==> config.mk <==
export PLATFORM = sky130hd
export DESIGN_NAME = grayscaler
export DESIGN_NICKNAME = d
export VERILOG_FILES = /design/src/rtl/grayscaler.sv
export SDC_FILE = /design/constraint.sdc
export NUM_CORES = 1
export LEC_CHECK = 0
export ABC_AREA = 1
export CAP_MARGIN = 15
export CORE_AREA = 4 4 130 132
export DETAILED_ROUTE_END_ITERATION = 12
export DIE_AREA = 0 0 134 136
export GPL_ROUTABILITY_DRIVEN = 0
export MAX_ROUTING_LAYER = met4
export PLACE_DENSITY = 0.57
export SETUP_SLACK_MARGIN = 0.3
export SLEW_MARGIN = 40
export SYNTH_ARGS = -nofsm -noshare
export SYNTH_HDL_FRONTEND = slang
export SYNTH_SLANG_ARGS = --single-unit
==> constraint.sdc <==
create_clock -name clk -period 13.6 [get_ports clk]
set_input_delay 2.72 -clock clk [delete_from_list [all_inputs] [get_ports clk]]
set_output_delay 2.72 -clock clk [all_outputs]
set_load 0.01 [all_outputs]
==> src/rtl/grayscaler.sv <==
// Purpose: packs the R,G,B byte stream into pixels and emits an 8-bit luma per pixel plus a frame-done strobe.
// Latency: gray_valid is high two cycles after the B byte is captured; at best 5 cycles per pixel.
// Backpressure: pause is high during compute/output; a valid byte arriving then is dropped and sets sticky overrun.
module grayscaler #(
    parameter int N = 450,
    parameter int M = 450
) (
    input  logic       clk,
    input  logic       rst_n,
    input  logic       gray_enable,
    input  logic [7:0] data_in,
    input  logic       data_valid,
    output logic       pause,
    output logic [7:0] gray_out,
    output logic       gray_valid,
    output logic       gray_done,
    output logic       overrun
);

    localparam int TOTAL = N * M;
    localparam int CNT_W = (TOTAL > 1) ? $clog2(TOTAL) : 1;
    localparam logic [CNT_W-1:0] LAST_PIX = CNT_W'(TOTAL - 1);

    typedef enum logic [2:0] {
        IDLE    = 3'd0,
        CAPTURE = 3'd1,
        COMPUTE = 3'd2,
        OUTPUT  = 3'd3,
        DONE    = 3'd4
    } state_t;

    state_t           state;
    logic [7:0]       r_q;
    logic [7:0]       g_q;
    logic [7:0]       b_q;
    logic [1:0]       byte_idx;
    logic [CNT_W-1:0] pix_cnt;
    logic [15:0]      sum;
    logic [15:0]      sum_nxt;
    logic             unused_sum_lo;

    // Luma weights sum to 256, so the top byte of the weighted sum is the gray level.
    always_comb begin
        sum_nxt = ({8'd0, r_q} * 16'd77) + ({8'd0, g_q} * 16'd150) + ({8'd0, b_q} * 16'd29);
    end

    // The gray byte is the top half of the held sum, so it keeps its value between strobes.
    assign gray_out      = sum[15:8];
    assign unused_sum_lo = ^sum[7:0];

    // Frame FSM: byte capture, weighted sum, strobes and flow control, all registered.
    always_ff @(posedge clk or negedge rst_n) begin
        if (!rst_n) begin
            state      <= IDLE;
            r_q        <= 8'd0;
            g_q        <= 8'd0;
            b_q        <= 8'd0;
            byte_idx   <= 2'd0;
            pix_cnt    <= '0;
            sum        <= 16'd0;
            pause      <= 1'b0;
            gray_valid <= 1'b0;
            gray_done  <= 1'b0;
            overrun    <= 1'b0;
        end else begin
            gray_valid <= 1'b0;
            gray_done  <= 1'b0;
            if (!gray_enable && (state != IDLE)) begin
                // Abort: partial pixel and count are thrown away when IDLE clears them.
                state <= IDLE;
                pause <= 1'b0;
            end else begin
                case (state)
                    IDLE: begin
                        byte_idx <= 2'd0;
                        pix_cnt  <= '0;
                        overrun  <= 1'b0;
                        pause    <= 1'b0;
                        if (gray_enable) begin
                            state <= CAPTURE;
                        end
                    end
                    CAPTURE: begin
                        if (data_valid) begin
                            case (byte_idx)
                                2'd0: begin
                                    r_q      <= data_in;
                                    byte_idx <= 2'd1;
                                end
                                2'd1: begin
                                    g_q      <= data_in;
                                    byte_idx <= 2'd2;
                                end
                                default: begin
                                    b_q      <= data_in;
                                    byte_idx <= 2'd0;
                                    state    <= COMPUTE;
                                    pause    <= 1'b1;
                                end
                            endcase
                        end
                    end
                    COMPUTE: begin
                        sum        <= sum_nxt;
                        gray_valid <= 1'b1;
                        state      <= OUTPUT;
                        if (data_valid) begin
                            overrun <= 1'b1;
                        end
                    end
                    OUTPUT: begin
                        pause <= 1'b0;
                        if (data_valid) begin
                            overrun <= 1'b1;
                        end
                        if (pix_cnt == LAST_PIX) begin
                            state     <= DONE;
                            gray_done <= 1'b1;
                        end else begin
                            pix_cnt <= pix_cnt + CNT_W'(1);
                            state   <= CAPTURE;
                        end
                    end
                    DONE: begin
                        // A new frame always starts with one IDLE cycle to clear counters.
                        state <= IDLE;
                    end
                    default: begin
                        state <= IDLE;
                        pause <= 1'b0;
                    end
                endcase
            end
        end
    end

endmodule

Word-level counts from Yosys, hierarchy flattened
Cells that the tools add are included.

Add/sub/neg operators: 3. Multipliers: 3. Eq/ne operators: 13. Muxes and demuxes: 22. Bitwise logic cells: 2. Reductions and logical operators: 20.

Operator list (number): one-hot mux 18 bit (2 select lines) (1); multiplier 8 x 7 -> 15 bit, second input constant (2); adder 18 x 1 -> 18 bit, second input constant (1); equality test 18 bit, second input constant (1); two-way mux 18 bit (1); adder 15 x 16 -> 16 bit (1); adder 16 x 13 -> 16 bit (1); two-way mux 3 bit (5); AND reduction 3 bit (5); multiplier 8 x 5 -> 13 bit, second input constant (1); one-hot mux 3 bit (4 select lines) (1); AND reduction 4 bit (3); two-way mux 1 bit (9); inequality test 3 bit, second input constant (3); one-hot mux 2 bit (2 select lines) (2); equality test 3 x 2 -> 1 bit, second input constant (2); nonzero test 2 bit (3); OR reduction 2 bit (3); inequality test 2 x 1 -> 1 bit, second input constant (2); inequality test 2 bit, second input constant (2); one-hot mux 1 bit (2 select lines) (2); equality test 3 x 1 -> 1 bit, second input constant (1); equality test 3 bit, second input constant (1); logical NOT 3 bit (1); 8 further kinds (9).

Register bits after elaboration: 67. Output and inout bits: 12.

Logic depth before layout (Yosys ltp)
Depth in word-level cells: 6. Gate-level depth with buffers: 28. Gate-level depth less buffers: 28.

Least setup slack after synthesis
No wires, ideal clock.

Kind: register to register. Start point: register g_q[4]. End point: register sum[15]. Data arrival time: 5615 ps. Data required time: 13483 ps. Setup slack: 7868 ps. Stages on the path, launching flop included: 29. Buffers on the path: 0. Cells stage by stage: dfrtp_1 > ha_1 > ha_1 > inv_1 > fa_1 > inv_1 > fa_1 > ha_1 > nand2_1 > nand2_1 > a31oi_1 > xnor2_1 > ha_1 > fa_1 > inv_1 > fa_1 > fa_1 > inv_1 > ha_1 > nand2_1 > inv_1 > nand2_1 > nand2_1 > a21oi_1 > nand2_1 > inv_1 > nand2_1 > nand3_1 > nand2_1.

Longest elaborated chain between the ends: 3.

Ends and longest elaborated chain: start: declaration (line 34) `logic [7:0] g_q;`; start signal: assignment (line 91) `g_q <= data_in;`; multiplier 8 x 7 -> 15 bit (line 44) `sum_nxt = ({8'd0, r_q} * 16'd77) + ({8'd0, g_q} * 16'd150) + ({8'd0, b_q} * 16'd29);`; adder 15 x 16 -> 16 bit (line 44); adder 16 x 13 -> 16 bit (line 44); end signal: assignment (line 104) `sum <= sum_nxt;`; end: declaration (line 38) `logic [15:0] sum;`.

No other way between the ends. A chain may end at the register's enable or synchronous reset.

Worst setup path in the final report
Ends and elaborated chain as after synthesis.

==> metrics.md <==
| Metric | Value |
|---|---|
| Hold Vio Cnt, Final | 0 |
| Post-synthesis simple-gate area fraction | 0.204 |
| Worst Path Required | 13820 ps |
| Hold Slack | between 400 and 500 ps |
| Ratio of cells with drive above 1 in the final layout | 0.0764 |
| Num CTS Buffers | 9 |
| Fmax achieved | approximately 170 MHz |
| Max Buffers Root-to-Sink | 2 |
| Startpoint types | register |
| DRC Markers | 0 |
| Core area | between 0.015 and 0.02 mm^2 |
| Worst Hold Class | register to register |
| DP Wirelength | 10700 um |
| Post-Synthesis Cells | roughly 740 |
| Top FF cell, synth | dfrtp_1 |
| Critical path class | register to register |
| GRT overflow | 0 |
| Post-synth EDFFs | 0 |
| Synthesized area | between 0.006 and 0.007 mm^2 |
| Vias per inst | between 4 and 5 |
| Crit path time final | 6030 ps |
| Die height | ~140 um |
| Initial DRC Count | 243 |
| Die width | about 130 um |
| Detailed Routing Iterations Pass 1 | 5 |
| Final setup fails | 0 |
| Worst setup EP type | register |
| CTS Hold Bufs | 0 |
| CP max-delay cell | fa_1 |
| IO Port Bufs | 23 |
| CTS tree | yes |
| # clock sinks | around 60 |
| Slew Viols, Final | 0 |
| Initial antenna violation count | 0 |
| Post-synth ARST share | 1.00 |
| RSZ-0062 raised after global routing | no |
| Die ar. | about 0.018 mm^2 |
| Fin nets | a little over 900 |
| Overall global routing resource usage | 0.161 |
| Number of global-route vias before repair | a little under 5000 |
| Final wirelength | approximately 13000 um |
| Max_cap viols | 0 |
| Crit path top cell by count | nand2_1 |
| Yosys reg bits | 59 |
| Cell variety after synth | 37 |
| Final ANT Viol Nets | 0 |
| Final period utilization | 0.444 |
| Initial Util | 0.396 |
| Largest net degree at the start of global routing | 60 |
| Seq/Total Area, Yosys | 0.237 |
| Slew @ Worst Pin | 560 ps |
| Via Count | 4729 |
| Worst-path maximum fanout | 5 |
| Syn avg cell area | ~8.4 um^2 |
| Most common library cell in the layout ignoring fill and taps | nand2_1 |
| Worst Skew | roughly 7.6 ps |
| Slew margin rel. | 0.626 |
| Buf/Inv on CP | 5 |
| Highest-count cells in the layout ignoring fill and taps | nand2_1 (162), inv_1 (144), ha_1 (85), dfrtp_1 (59), fa_1 (55) |
| Post-Route Setup TNS | 0 ps |
| Yosys warning count | 0 |
| Root Driver | clkbuf_16 |
| Mux cell area share after synthesis | 0.00181 |
| Skew-Pair Late Insertion Delay | roughly 340 ps |
| Critical Path Max Stage Delay | 550 ps |
| ANT cells | 0 |
| Post-CTS setup buffers | 0 |
| Post-synthesis compound-gate area fraction | 0.0822 |
| Reg clk slew, reported paths | 50 ps |
| Row cnt | 46 |
| Outcome | finished clean |
| Routed WL per cell | roughly 13 um |
| Top delay family on crit path | adder cells |
| First-pass GRT wire length | 23000 um |
| Xor/xnor share of the synthesized area | 0.0267 |
| Crit path DAT | between 6000 and 7000 ps |
| Largest family of logic cells by synthesized area | adder cells |
| Syn_nets | ~890 |
| Number of H-tree levels | 3 |
| Layout Area Growth over Synthesis | 11.5% |
| Post-cts resize count | 0 |
| Post-synthesis adder-cell area fraction | 0.348 |
| Ports | 24 |
kinds of logic (layout without fill, tap and decap cells):
group,after synthesis,in the layout
and+or+nand+nor,282,282
buffers and inverters,157,188
adders and majority gates,140,140
AOI/OAI and AO/OA,83,83
DFF,59,59
xor gates and xnor gates,19,19
muxes,1,1
worst paths after layout:
path	startpoint	endpoint	slack [ps]	cells after the start
worst max-delay path	g_q[4]$_DFFE_PN0P_	sum[15]$_DFFE_PN0P_	7570	27
worst min-delay path	sum[8]$_DFFE_PN0P_	sum[8]$_DFFE_PN0P_	490	2
worst max register to register	g_q[4]$_DFFE_PN0P_	sum[15]$_DFFE_PN0P_	7570	27
worst min register to register	sum[8]$_DFFE_PN0P_	sum[8]$_DFFE_PN0P_	490	2
max in group asynchronous	rst_n	g_q[3]$_DFFE_PN0P_	10740	2
min in group asynchronous	rst_n	sum[12]$_DFFE_PN0P_	2430	2
state kept, by name, indices dropped and copies added, names as in the netlist, 2 cells and up:
| signal | cells |
|---|---|
| pix_cnt | 18 |
| b_q | 8 |
| g_q | 8 |
| r_q | 8 |
| sum | 8 |
| state | 3 |
| byte_idx | 2 |
per-layer routing:
| layer | GRT usage | part of all wire |
|---|---|---|
| met1 | 0.214 | 0.50 |
| met2 | 0.250 | 0.45 |
| met3 | 0.0326 | 0.032 |
| met4 | 0.0514 | 0.017 |
| met5 | - | 0 |
cell usage after synthesis, types with 2 or more instances:
library cell | count | area share
dfrtp_1 | 59 | 0.24
o21ai_2 | 18 | 0.025
xor2_1 | 14 | 0.020
fa_1 | 55 | 0.18
nor2_4 | 2 | 0.0036
nor2_1 | 37 | 0.022
inv_2 | 5 | 0.0030
a31oi_1 | 2 | 0.0020
ha_1 | 85 | 0.17
or2_2 | 3 | 0.0030
nor3_1 | 9 | 0.0072
inv_1 | 144 | 0.087
buf_6 | 3 | 0.0054
o21ai_0 | 24 | 0.019
clkbuf_1 | 2 | 0.0012
o21bai_1 | 3 | 0.0036
xnor2_1 | 5 | 0.0070
nand3_2 | 3 | 0.0048
nand2_2 | 3 | 0.0030
nand2_1 | 162 | 0.098
a21oi_1 | 23 | 0.018
nand4_1 | 12 | 0.012
o21ai_1 | 10 | 0.0080
nand3_1 | 45 | 0.036
worst min-delay path: stages, from the launching register on:
cell and delay [ps]:
dfrtp_1 350, nand2_1 60, nand2_1 50
stage by stage:
stage | setup slack [ps] | utilization | std cells | area [um^2]
2_1_floorplan | 7870 | - | 741 | 6230
3_3_place_gp | 7640 | 0.424 | 974 | 6670
3_5_place_dp | 7550 | 0.425 | 974 | 6670
4_1_cts | 7540 | 0.442 | 988 | 6940
5_1_grt | 7130 | 0.442 | 988 | 6940
6_report | 7570 | 0.442 | 988 | 6940
layout make-up:
class | count | area [um^2]
fillers | 1558 | 8770
multi-input cells | 525 | 4130
flip-flops and latches | 59 | 1480
inverters | 150 | 566
well taps | 216 | 270
clock buffers | 11 | 253
repair buffers | 24 | 236
clock inverters | 3 | 15.0
Power is not shown: default switching activity piles up to over one toggle a cycle in this logic, so the estimate is an artifact.
